`src/rtl/sal_host_data_if_pkg.sv`:
```
`default_nettype none
// ============================================================================
// Module   : sal_host_if_pkg
// Purpose  : Shared constants for the SAL host data-channel adapter.
// Revision : 1.0 - initial release
// ============================================================================
package sal_host_if_pkg;

    localparam logic [31:0] REG_ID     = 32'h0000_0000;
    localparam logic [31:0] REG_CTRL   = 32'h0000_0004;
    localparam logic [31:0] REG_STATUS = 32'h0000_0008;
    localparam logic [31:0] REG_WCNT   = 32'h0000_000C;
    localparam logic [31:0] REG_RCNT   = 32'h0000_0010;

    localparam logic [31:0] ID_VALUE   = 32'h5341_4C31;
    localparam logic [1:0]  RESP_OKAY  = 2'b00;

    localparam logic [1:0]  W_BEAT0    = 2'd0;
    localparam logic [1:0]  W_BEAT1    = 2'd1;
    localparam logic [1:0]  W_FULL     = 2'd2;

    localparam logic [1:0]  R_IDLE     = 2'd0;
    localparam logic [1:0]  R_LO       = 2'd1;
    localparam logic [1:0]  R_HI       = 2'd2;

endpackage
`default_nettype wire

```
`src/rtl/sal_host_data_if_if.sv`:
```
`default_nettype none
// ============================================================================
// Module   : sal_host_data_if_if
// Purpose  : APB, AXI W/R and controller queue signals of the host adapter.
// Revision : 1.0 - initial release
// ============================================================================
interface sal_host_data_if_if #(
    parameter int ID_W   = 4,
    parameter int BEAT_W = 128,
    parameter int APB_AW = 12
);
    logic [APB_AW-1:0]   paddr;
    logic                psel;
    logic                penable;
    logic                pwrite;
    logic [31:0]         pwdata;
    logic [31:0]         prdata;
    logic                pready;
    logic                pslverr;

    logic                wvalid;
    logic                wready;
    logic [ID_W-1:0]     wid;
    logic [BEAT_W-1:0]   wdata;
    logic [BEAT_W/8-1:0] wstrb;
    logic                wlast;

    logic                wq_valid;
    logic                wq_ready;
    logic [ID_W-1:0]     wq_id;
    logic [2*BEAT_W-1:0] wq_data;
    logic [BEAT_W/4-1:0] wq_strb;

    logic                rq_valid;
    logic                rq_ready;
    logic [ID_W-1:0]     rq_id;
    logic [2*BEAT_W-1:0] rq_data;

    logic                rvalid;
    logic                rready;
    logic [ID_W-1:0]     rid;
    logic [BEAT_W-1:0]   rdata;
    logic [1:0]          rresp;
    logic                rlast;

    modport slave (
        input  paddr, psel, penable, pwrite, pwdata,
        output prdata, pready, pslverr,
        input  wvalid, wid, wdata, wstrb, wlast,
        output wready,
        output wq_valid, wq_id, wq_data, wq_strb,
        input  wq_ready,
        input  rq_valid, rq_id, rq_data,
        output rq_ready,
        output rvalid, rid, rdata, rresp, rlast,
        input  rready
    );

    modport master (
        output paddr, psel, penable, pwrite, pwdata,
        input  prdata, pready, pslverr,
        output wvalid, wid, wdata, wstrb, wlast,
        input  wready,
        input  wq_valid, wq_id, wq_data, wq_strb,
        output wq_ready,
        output rq_valid, rq_id, rq_data,
        input  rq_ready,
        input  rvalid, rid, rdata, rresp, rlast,
        output rready
    );

endinterface
`default_nettype wire

```
`src/rtl/sal_host_data_if_apb_regs.sv`:
```
`default_nettype none
// ============================================================================
// Module   : sal_host_apb_regs
// Purpose  : Zero-wait APB register file: ID, CTRL.EN, STATUS.WERR, counters.
// Revision : 1.0 - initial release
// ============================================================================
module sal_host_apb_regs
    import sal_host_if_pkg::*;
#(
    parameter int APB_AW = 12
) (
    input  wire logic              clk,
    input  wire logic              rst,
    input  wire logic [APB_AW-1:0] i_paddr,
    input  wire logic              i_psel,
    input  wire logic              i_penable,
    input  wire logic              i_pwrite,
    input  wire logic [31:0]       i_pwdata,
    output logic      [31:0]       o_prdata,
    output logic                   o_pready,
    output logic                   o_pslverr,
    input  wire logic              i_werr_set,
    input  wire logic              i_wcnt_inc,
    input  wire logic              i_rcnt_inc,
    output logic                   o_en
);

    logic        r_en;
    logic        r_werr;
    logic [31:0] r_wcnt;
    logic [31:0] r_rcnt;

    logic        w_access;
    logic        w_hit;
    logic        w_ro;
    logic        w_err;
    logic        w_wr_ok;
    logic [31:0] w_val;
    logic [31:0] w_addr;
    logic        w_unused;

    assign w_access = i_psel && i_penable;
    assign w_addr   = 32'(i_paddr);
    assign w_unused = ^i_pwdata[31:1];

    always_comb begin
        w_val = '0;
        w_hit = 1'b1;
        w_ro  = 1'b1;
        case (w_addr)
            REG_ID:     w_val = ID_VALUE;
            REG_CTRL:   begin w_val = {31'b0, r_en};   w_ro = 1'b0; end
            REG_STATUS: begin w_val = {31'b0, r_werr}; w_ro = 1'b0; end
            REG_WCNT:   w_val = r_wcnt;
            REG_RCNT:   w_val = r_rcnt;
            default:    w_hit = 1'b0;
        endcase
    end

    // Faulting accesses return zero data and leave every register untouched
    assign w_err     = w_access && (!w_hit || (i_pwrite && w_ro));
    assign w_wr_ok   = w_access && i_pwrite && !w_err;
    assign o_pslverr = w_err;
    assign o_prdata  = (w_access && !i_pwrite && !w_err) ? w_val : '0;
    assign o_pready  = 1'b1;
    assign o_en      = r_en;

    always_ff @(posedge clk) begin
        if (rst) begin
            r_en   <= 1'b1;
            r_werr <= 1'b0;
            r_wcnt <= '0;
            r_rcnt <= '0;
        end else begin
            if (w_wr_ok && w_addr == REG_CTRL)
                r_en <= i_pwdata[0];
            // A new error in the clearing cycle wins over the clear
            r_werr <= i_werr_set ||
                      (r_werr && !(w_wr_ok && w_addr == REG_STATUS && i_pwdata[0]));
            if (i_wcnt_inc)
                r_wcnt <= r_wcnt + 32'd1;
            if (i_rcnt_inc)
                r_rcnt <= r_rcnt + 32'd1;
        end
    end

endmodule
`default_nettype wire

```
`src/rtl/sal_host_data_if.sv`:
```
`default_nettype none
// ============================================================================
// Module   : sal_host_data_if
// Purpose  : Packs AXI W beat pairs into 256-bit entries and splits read
//            entries into AXI R beat pairs; APB control/status.
// Revision : 1.0 - initial release
// ============================================================================
module sal_host_data_if
    import sal_host_if_pkg::*;
#(
    parameter int ID_W   = 4,
    parameter int BEAT_W = 128,
    parameter int APB_AW = 12
) (
    input  wire logic         clk,
    input  wire logic         rst,
    sal_host_data_if_if.slave bus
);

    localparam int SW = BEAT_W / 8;

    logic w_en;
    logic w_werr_set;
    logic w_wcnt_inc;
    logic w_rcnt_inc;

    // ------------------------------------------------------------ write path
    logic [1:0]          r_wstate;
    logic [ID_W-1:0]     r_wq_id;
    logic [2*BEAT_W-1:0] r_wq_data;
    logic [2*SW-1:0]     r_wq_strb;

    logic w_wready;
    logic w_wq_valid;
    logic w_w_hs;

    assign w_wready   = w_en && !rst && (r_wstate != W_FULL || bus.wq_ready);
    assign w_wq_valid = (r_wstate == W_FULL);
    assign w_w_hs     = bus.wvalid && w_wready;
    assign w_wcnt_inc = w_wq_valid && bus.wq_ready;
    // Error: wlast on the first beat of a pair, or missing on the second
    assign w_werr_set = w_w_hs && ((r_wstate == W_BEAT1) ? !bus.wlast : bus.wlast);

    always_ff @(posedge clk) begin
        if (rst) begin
            r_wstate  <= W_BEAT0;
            r_wq_id   <= '0;
            r_wq_data <= '0;
            r_wq_strb <= '0;
        end else if (w_w_hs) begin
            if (r_wstate == W_BEAT1) begin
                r_wq_data[2*BEAT_W-1:BEAT_W] <= bus.wdata;
                r_wq_strb[2*SW-1:SW]         <= bus.wstrb;
                r_wstate                     <= W_FULL;
            end else begin
                // BEAT0, or FULL being drained this cycle: start a new pair
                r_wq_data[BEAT_W-1:0] <= bus.wdata;
                r_wq_strb[SW-1:0]     <= bus.wstrb;
                r_wq_id               <= bus.wid;
                if (bus.wlast) begin
                    r_wq_data[2*BEAT_W-1:BEAT_W] <= '0;
                    r_wq_strb[2*SW-1:SW]         <= '0;
                    r_wstate                     <= W_FULL;
                end else begin
                    r_wstate <= W_BEAT1;
                end
            end
        end else if (w_wcnt_inc) begin
            r_wstate <= W_BEAT0;
        end
    end

    assign bus.wready   = w_wready;
    assign bus.wq_valid = w_wq_valid;
    assign bus.wq_id    = r_wq_id;
    assign bus.wq_data  = r_wq_data;
    assign bus.wq_strb  = r_wq_strb;

    // ------------------------------------------------------------- read path
    logic [1:0]        r_rstate;
    logic [ID_W-1:0]   r_rid;
    logic [BEAT_W-1:0] r_rdata;
    logic [BEAT_W-1:0] r_rhi;
    logic              r_rlast;

    logic w_rq_ready;
    logic w_rq_hs;

    assign w_rq_ready = w_en && !rst &&
                        (r_rstate == R_IDLE || (r_rstate == R_HI && bus.rready));
    assign w_rq_hs    = bus.rq_valid && w_rq_ready;
    assign w_rcnt_inc = (r_rstate == R_HI) && bus.rready;

    always_ff @(posedge clk) begin
        if (rst) begin
            r_rstate <= R_IDLE;
            r_rid    <= '0;
            r_rdata  <= '0;
            r_rhi    <= '0;
            r_rlast  <= 1'b0;
        end else if (w_rq_hs) begin
            r_rdata  <= bus.rq_data[BEAT_W-1:0];
            r_rhi    <= bus.rq_data[2*BEAT_W-1:BEAT_W];
            r_rid    <= bus.rq_id;
            r_rlast  <= 1'b0;
            r_rstate <= R_LO;
        end else if (r_rstate == R_LO && bus.rready) begin
            r_rdata  <= r_rhi;
            r_rlast  <= 1'b1;
            r_rstate <= R_HI;
        end else if (r_rstate == R_HI && bus.rready) begin
            r_rlast  <= 1'b0;
            r_rstate <= R_IDLE;
        end
    end

    assign bus.rq_ready = w_rq_ready;
    assign bus.rvalid   = (r_rstate != R_IDLE);
    assign bus.rid      = r_rid;
    assign bus.rdata    = r_rdata;
    assign bus.rresp    = RESP_OKAY;
    assign bus.rlast    = r_rlast;

    // -------------------------------------------------------------- registers
    sal_host_apb_regs #(
        .APB_AW (APB_AW)
    ) u_regs (
        .clk        (clk),
        .rst        (rst),
        .i_paddr    (bus.paddr),
        .i_psel     (bus.psel),
        .i_penable  (bus.penable),
        .i_pwrite   (bus.pwrite),
        .i_pwdata   (bus.pwdata),
        .o_prdata   (bus.prdata),
        .o_pready   (bus.pready),
        .o_pslverr  (bus.pslverr),
        .i_werr_set (w_werr_set),
        .i_wcnt_inc (w_wcnt_inc),
        .i_rcnt_inc (w_rcnt_inc),
        .o_en       (w_en)
    );

endmodule
`default_nettype wire

```
`src/flat_wrapper.sv`:
```
// flat-port wrapper written by rule: the top's interface ports become plain ports
module sal_host_data_if_flat import sal_host_if_pkg::*;
#(
    parameter int ID_W   = 4,
    parameter int BEAT_W = 128,
    parameter int APB_AW = 12
)
  (clk, rst, bus_paddr, bus_psel, bus_penable, bus_pwrite, bus_pwdata, bus_prdata, bus_pready, bus_pslverr, bus_wvalid, bus_wid, bus_wdata, bus_wstrb, bus_wlast, bus_wready, bus_wq_valid, bus_wq_id, bus_wq_data, bus_wq_strb, bus_wq_ready, bus_rq_valid, bus_rq_id, bus_rq_data, bus_rq_ready, bus_rvalid, bus_rid, bus_rdata, bus_rresp, bus_rlast, bus_rready);
  sal_host_data_if_if #(.ID_W(ID_W), .BEAT_W(BEAT_W), .APB_AW(APB_AW)) bus_i ();
  input  wire logic clk;
  input  wire logic rst;
  input wire logic [$bits(bus_i.paddr)-1:0] bus_paddr;
  input wire logic [$bits(bus_i.psel)-1:0] bus_psel;
  input wire logic [$bits(bus_i.penable)-1:0] bus_penable;
  input wire logic [$bits(bus_i.pwrite)-1:0] bus_pwrite;
  input wire logic [$bits(bus_i.pwdata)-1:0] bus_pwdata;
  output wire logic [$bits(bus_i.prdata)-1:0] bus_prdata;
  output wire logic [$bits(bus_i.pready)-1:0] bus_pready;
  output wire logic [$bits(bus_i.pslverr)-1:0] bus_pslverr;
  input wire logic [$bits(bus_i.wvalid)-1:0] bus_wvalid;
  input wire logic [$bits(bus_i.wid)-1:0] bus_wid;
  input wire logic [$bits(bus_i.wdata)-1:0] bus_wdata;
  input wire logic [$bits(bus_i.wstrb)-1:0] bus_wstrb;
  input wire logic [$bits(bus_i.wlast)-1:0] bus_wlast;
  output wire logic [$bits(bus_i.wready)-1:0] bus_wready;
  output wire logic [$bits(bus_i.wq_valid)-1:0] bus_wq_valid;
  output wire logic [$bits(bus_i.wq_id)-1:0] bus_wq_id;
  output wire logic [$bits(bus_i.wq_data)-1:0] bus_wq_data;
  output wire logic [$bits(bus_i.wq_strb)-1:0] bus_wq_strb;
  input wire logic [$bits(bus_i.wq_ready)-1:0] bus_wq_ready;
  input wire logic [$bits(bus_i.rq_valid)-1:0] bus_rq_valid;
  input wire logic [$bits(bus_i.rq_id)-1:0] bus_rq_id;
  input wire logic [$bits(bus_i.rq_data)-1:0] bus_rq_data;
  output wire logic [$bits(bus_i.rq_ready)-1:0] bus_rq_ready;
  output wire logic [$bits(bus_i.rvalid)-1:0] bus_rvalid;
  output wire logic [$bits(bus_i.rid)-1:0] bus_rid;
  output wire logic [$bits(bus_i.rdata)-1:0] bus_rdata;
  output wire logic [$bits(bus_i.rresp)-1:0] bus_rresp;
  output wire logic [$bits(bus_i.rlast)-1:0] bus_rlast;
  input wire logic [$bits(bus_i.rready)-1:0] bus_rready;
  assign bus_i.paddr = bus_paddr;
  assign bus_i.psel = bus_psel;
  assign bus_i.penable = bus_penable;
  assign bus_i.pwrite = bus_pwrite;
  assign bus_i.pwdata = bus_pwdata;
  assign bus_prdata = bus_i.prdata;
  assign bus_pready = bus_i.pready;
  assign bus_pslverr = bus_i.pslverr;
  assign bus_i.wvalid = bus_wvalid;
  assign bus_i.wid = bus_wid;
  assign bus_i.wdata = bus_wdata;
  assign bus_i.wstrb = bus_wstrb;
  assign bus_i.wlast = bus_wlast;
  assign bus_wready = bus_i.wready;
  assign bus_wq_valid = bus_i.wq_valid;
  assign bus_wq_id = bus_i.wq_id;
  assign bus_wq_data = bus_i.wq_data;
  assign bus_wq_strb = bus_i.wq_strb;
  assign bus_i.wq_ready = bus_wq_ready;
  assign bus_i.rq_valid = bus_rq_valid;
  assign bus_i.rq_id = bus_rq_id;
  assign bus_i.rq_data = bus_rq_data;
  assign bus_rq_ready = bus_i.rq_ready;
  assign bus_rvalid = bus_i.rvalid;
  assign bus_rid = bus_i.rid;
  assign bus_rdata = bus_i.rdata;
  assign bus_rresp = bus_i.rresp;
  assign bus_rlast = bus_i.rlast;
  assign bus_i.rready = bus_rready;
  sal_host_data_if #(.ID_W(ID_W), .BEAT_W(BEAT_W), .APB_AW(APB_AW)) u_core (.clk(clk), .rst(rst), .bus(bus_i));
endmodule
```
`config.mk`:
```
export PLATFORM = sky130hd
export DESIGN_NAME = sal_host_data_if_flat
export DESIGN_NICKNAME = d
export VERILOG_FILES = /design/src/rtl/sal_host_data_if_pkg.sv /design/src/rtl/sal_host_data_if_if.sv /design/src/rtl/sal_host_data_if_apb_regs.sv /design/src/rtl/sal_host_data_if.sv /design/src/flat_wrapper.sv
export SDC_FILE = /design/constraint.sdc
export NUM_CORES = 1
export LEC_CHECK = 0
export ABC_CLOCK_PERIOD_IN_PS = 7300
export CAP_MARGIN = 20
export CORE_AREA = 2 2 360 362
export DETAILED_ROUTE_END_ITERATION = 6
export DIE_AREA = 0 0 362 364
export GPL_TIMING_DRIVEN = 0
export SYNTH_ARGS = -nofsm -noshare
export SYNTH_HDL_FRONTEND = slang
export SYNTH_SLANG_ARGS = --single-unit
```
`constraint.sdc`:
```
create_clock -name clk -period 7.3 [get_ports clk]
set_input_delay 1.46 -clock clk [delete_from_list [all_inputs] [get_ports clk]]
set_output_delay 1.46 -clock clk [all_outputs]
set_load 0.01 [all_outputs]
```
Yosys cells after proc, flatten, opt, wreduce, memory -nomap -nowiden

Cells that the tools add are included.

Word-level logic and storage cells: 91
Output and inout bits: 465
Input port bits: 462
Register bits: 623

Bitwise gates (word level): 1
Muxes and demuxes: 20
$add $sub $neg: 2
Eq/ne operators: 9
Reduce and logical (&&, ||, !) cells: 43

Operators with widths:

| operator                | count |
|---|---|
| $mux W128               | 4 |
| $pmux W32 S5            | 1 |
| $add A32 B1 Y32 const B | 2 |
| $logic_not A32 Y1       | 1 |
| $mux W16                | 2 |
| $mux W32                | 1 |
| $eq A12 B4 Y1 const B   | 2 |
| $logic_and A1 B1 Y1     | 20 |
| $eq A12 B3 Y1 const B   | 1 |
| $eq A12 B5 Y1 const B   | 1 |
| $mux W2                 | 6 |
| $reduce_bool A2 Y1      | 5 |
| $logic_not A1 Y1        | 6 |
| $mux W1                 | 6 |
| $reduce_or A5 Y1        | 1 |
| $eq A2 B1 Y1 const B    | 2 |
| $eq A2 B2 Y1 const B    | 2 |
| $logic_or A1 B1 Y1      | 4 |
| $reduce_and A2 Y1       | 2 |
| $reduce_or A2 Y1        | 2 |
| $reduce_bool A3 Y1      | 1 |
| $logic_not A2 Y1        | 1 |
| $ne A2 B2 Y1 const B    | 1 |
| $not A1 Y1              | 1 |

Logic depth before layout (Yosys ltp)

Depth in word-level cells: 13
Depth in mapped cells: 8
Mapped depth without buffers: 5

Modules after synthesis

Synthesis repeated with hierarchy kept, for this count alone.

Cells, all modules: 3329
Area, all modules: 30269.0 um2

By module, submodules not included:

| module            | sequential area each (um2) | cells an instance | area an instance (um2) | instances |
|---|---|---|---|---|
| sal_host_data_if  | 11130.7                    | 2886              | 26610.5                | 1 |
| sal_host_apb_regs | 1321.3                     | 443               | 3658.5                 | 1 |

Worst setup path after synthesis

OpenSTA, ideal clock, no wires.

Kind: input port to output port
Start point: in bus_paddr[7]
End point: out bus_prdata[10]
Path buffers: 2
Path slack: 2.794 ns
Cell stages on the path: 6
Arrival: 3.046 ns
Data required time: 5.840 ns
Cells stage by stage: nor4_1 > nand3_1 > or4b_2 > clkbuf_1 > clkbuf_1 > a21oi_1

Word-level cells in the longest chain between the ends: 9
Elaborated cells between the ends (all ways): 17
Those cells by class: eq/ne: 4; mux: 4; reduce/logical: 9

RTL lines:

| what                                                                  | line                            | source |
|---|---|---|
| from (decl)                                                           | flat_wrapper.sv:12              | `input wire logic [$bits(bus_i.paddr)-1:0] bus_paddr;` |
| $logic_not A32 Y1 (tied with other cells)                             | sal_host_data_if_apb_regs.sv:50 | `case (w_addr)` |
| $reduce_or A5 Y1 (no line) / $reduce_or A2 Y1 (equally long branches) | -                               |  |
| $mux W1                                                               | sal_host_data_if_apb_regs.sv:50 |  |
| $logic_not A1 Y1 / $logic_and A1 B1 Y1 (equally long branches)        | sal_host_data_if_apb_regs.sv:61 | `assign w_err = w_access && (!w_hit \|\| (i_pwrite && w_ro));` |
| $logic_or A1 B1 Y1                                                    | sal_host_data_if_apb_regs.sv:61 |  |
| $logic_and A1 B1 Y1                                                   | sal_host_data_if_apb_regs.sv:61 |  |
| $logic_not A1 Y1                                                      | sal_host_data_if_apb_regs.sv:64 | `assign o_prdata = (w_access && !i_pwrite && !w_err) ? w_val : '0;` |
| $logic_and A1 B1 Y1                                                   | sal_host_data_if_apb_regs.sv:64 |  |
| $mux W32 *                                                            | sal_host_data_if_apb_regs.sv:64 |  |
| to (decl)                                                             | flat_wrapper.sv:17              | `output wire logic [$bits(bus_i.prdata)-1:0] bus_prdata;` |

Every way passes the cells marked *; elsewhere a longest branch is shown, timed or not.

Final worst setup path

Start point: in bus_paddr[7]
End point: out bus_prdata[12]

The elaborated chain is that of the path after synthesis.

==> flow_summary.json <==
{
  "r2r-start": "u_core.bus.rlast",
  "fin_nets": 4081,
  "hold_path.class": "flop to flop",
  "cp-start-kind": "input port",
  "hp-start": "u_core.bus.wq_data[109]",
  "tightest_slew_ns": 1.10,
  "placed_cells": 5214,
  "first_pass_iters": 5,
  "clock_insertion_delay_worst_skew_ns": 0.66,
  "critPathLaunch": "bus_paddr[7]",
  "synth_warnings": 0,
  "synth_area_leader_cell": "dfxtp_1",
  "min_to": "u_core.bus.wq_data[109]",
  "hpwl_um": 100000,
  "yosys-top-cells-count": "732 x nand2_1, 622 x dfxtp_1, 340 x a21oi_1, 175 x clkbuf_1, 173 x nor2_1",
  "cp_max_fo": 10,
  "drv_cap": 0,
  "die_y_um": 364,
  "worst_path_max_delay_cell": "or4b_2",
  "drt-total-wl_um": 125000,
  "final.fill_count": 13633,
  "cts_buffer_depth": 3,
  "cts_resized": 0,
  "ys_seq_elements": 622,
  "final_util": 0.284,
  "reg2reg_slack_ns": 4.11,
  "io_buffers": 890,
  "placed_area_um2": 33900,
  "cts_setup_buffers": 0,
  "vias_per_cell": 4.47,
  "netlist.area_leader.share": 0.548,
  "endpoint_kind": "primary output",
  "synth.cell_area_um2": 22700,
  "cts_tree": "built",
  "reg2reg_depth": 6,
  "leakage_nw": 12.3,
  "crit_path_max_incr_delay_ns": 0.67,
  "fin_tns_setup_ns": 0,
  "irDropWorstVdd_mv": 0.156,
  "grt_pass1_vias": 23284,
  "die_area_um2": 132000,
  "fin_crit_sh": 0.821,
  "synth_top_cells_by_area": "dfxtp_1 55%, nand2_1 12%, a21oi_1 7.5%, a22o_1 5.6%, a311oi_1 4.9%",
  "crit_family": "simple AND/OR/NAND/NOR gates",
  "powerDensity_nw_per_um2": 237,
  "synth_top_flop_cell": "dfxtp_1",
  "drv_slew": 0,
  "fmax_ghz": 0.167,
  "core_area_um2": 128000,
  "ios": 927,
  "synth_edf_count": 0,
  "fin_worst_skew_ns": 0.0220,
  "hold_violations": 0,
  "cp.required_ns": 5.84,
  "grt_max_degree": 13,
  "wire_per_inst_um": 23.3,
  "grt_use_total": 0.181,
  "h-tree-depth": 3,
  "drt_first_iter_violations": 1670,
  "ys_types": 52,
  "overflow": 0,
  "clk_pin_slew_worst_paths_ns": 0.05,
  "min_delay_path_depth": 2,
  "ys_seq_area_frac": 0.548,
  "num_vias": 23921,
  "synth-async-reset-ratio": 0,
  "grt_pass1_wl_um": 171000,
  "syn_inst": 2639,
  "hold_buffers": 0,
  "root_buffer": "clkbuf_16",
  "die_w_um": 362,
  "floorplan.rows": 132,
  "relSlewSlack": 0.267,
  "area_growth_syn_to_layout_pct": 60.0,
  "antenna_found_initial": 31,
  "rsz0062_at_grt": "no",
  "cts_buffers": 75,
  "status": "complete, no violations",
  "start_util": 0.177,
  "r2r_end": "u_core.bus.rdata[75]",
  "path_class": "input port to primary output",
  "syn_area_per_cell_um2": 8.62,
  "arrival_ns": 4.53,
  "postRouteAntennaNets": 0,
  "worstPathCellList": "clkdlybuf4s50_1 -> nor4_1 -> nand3_1 -> or4b_2 -> clkbuf_1 -> clkbuf_1 -> nor2_1 -> clkdlybuf4s50_1",
  "gp_congestion": 0.917,
  "finalSetupViolCount": 0,
  "cts_sinks": 622,
  "synth.most_common_cell": "nand2_1",
  "final-instance-count-excl-fill": 5350,
  "final_area_um2": 36400,
  "min_period_ns": 5.99,
  "path_buf_inv": 4,
  "drc": 0,
  "drive_above_1_share": 0.0472
}
==> kinds of logic (layout without fill, tap and decap cells) <==
group | count (synthesis) | count (layout) | synth area share
simple gates | 1050 | 1050 | 0.193
compound gates | 702 | 702 | 0.207
flops | 622 | 622 | 0.548
buf+inv | 239 | 1268 | 0.0420
xor+xnor | 16 | 16 | 0.00616
mux | 5 | 5 | 0.00231
fa+ha+maj | 3 | 3 | 0.00165
other cells | 2 | 9 | 0.000330
==> routing by layer <==
layer / share of wire / track usage / vias to the layer above / wire, um
li1: - / - / 11200 / -
met1: 0.40 / 0.217 / 11464 / 50400
met2: 0.47 / 0.301 / 1032 / 58900
met3: 0.087 / 0.0574 / 203 / 10800
met4: 0.035 / 0.0685 / 22 / 4390
met5: 0.0013 / 0 / - / 159
==> worst max-delay path by stage <==
stage / end / cells after the start / slack [ns]
after floorplan: bus_prdata[10] / 6 / 2.79
after global placement: bus_prdata[12] / 8 / 1.26
after detailed placement: bus_prdata[12] / 8 / 1.27
after CTS: bus_prdata[12] / 8 / 1.26
after global routing: bus_prdata[12] / 8 / 1.16
final: bus_prdata[12] / 8 / 1.31
==> per-stage QoR <==
stage / total power, mW / setup WS, ns / hold WS [ns]
floorplan: 4.09 / 2.79 / 0.440
global placement: 4.86 / 1.26 / 0.441
detailed placement: 4.87 / 1.27 / 0.446
CTS: 8.73 / 1.26 / 0.454
finish: 8.61 / 1.31 / 0.452
global route: 8.93 / 1.16 / 0.467
==> worst reg2reg max path: cells and delay by family, from the launching register on <==
kind	cells	cell delay (ns)
AO/OA/AOI/OAI	1	0.27
buffers and inverters	2	1.45
flip-flops	1	0.51
AND/OR/NAND/NOR	3	0.85
==> registers in the layout, summed over array words and instances (netlist names) <==
name / flops
u_core.u_regs.r_rcnt: 32
u_core.bus.rlast: 1
u_core.u_regs.r_werr: 1
u_core.r_rhi: 128
u_core.bus.wq_data: 256
u_core.bus.rid: 4
u_core.bus.wq_id: 4
u_core.r_rstate: 1
u_core.r_wstate: 2
u_core.u_regs.r_wcnt: 32
u_core.u_regs.o_en: 1
u_core.bus.rdata: 128
u_core.bus.wq_strb: 32
==> area by class of cell <==
class                      instances  area [um^2]  share of cell area
timing repair buffer             899         9060               0.249
tap                             1675         2100              0.0576
clock inverter                    25          342             0.00939
multi-input combinational       1779         9340               0.257
antenna                            6         15.0            0.000413
inverter                          18         67.6             0.00186
sequential                       622        12500               0.342
buffer                           221          891              0.0245
clock buffer                     105         2130              0.0585
==> power breakdown <==
group,switching [mW],leakage [nW],internal (mW)
clock,1.59,1.21,2.23
combinational,0.625,6.05,0.537
sequential,0.0881,5.06,3.54
==> cell usage in the layout (no fill, tap or decap), types with 5 or more instances in the layout <==
cell type        synthesis  final
nand4_1                 18     18
bufinv_16                0      5
nand2_1                732    732
or4_1                   35     35
clkbuf_8                 0     14
nor3_1                   6      6
xor2_1                   8      8
o31ai_1                 28     28
o21ai_0                 31     31
diode_2                  0      6
buf_2                   31     31
dfxtp_1                622    622
clkbuf_1               175    188
clkbuf_16                0     75
buf_8                    0      8
inv_1                   18     18
nor4_1                   5      5
or3_1                   19     19
xnor2_1                  8      8
buf_1                   11     11
a22o_1                 145    145
and3_1                   6      6
nand3_1                 25     25
a22oi_1                 20     20
clkinv_2                 0     10
a21oi_1                340    340
nor2_1                 173    173
a311oi_1               128    128
and4_1                   8      8
clkdlybuf4s50_1          0    890
(Power assumes the default switching activity.)
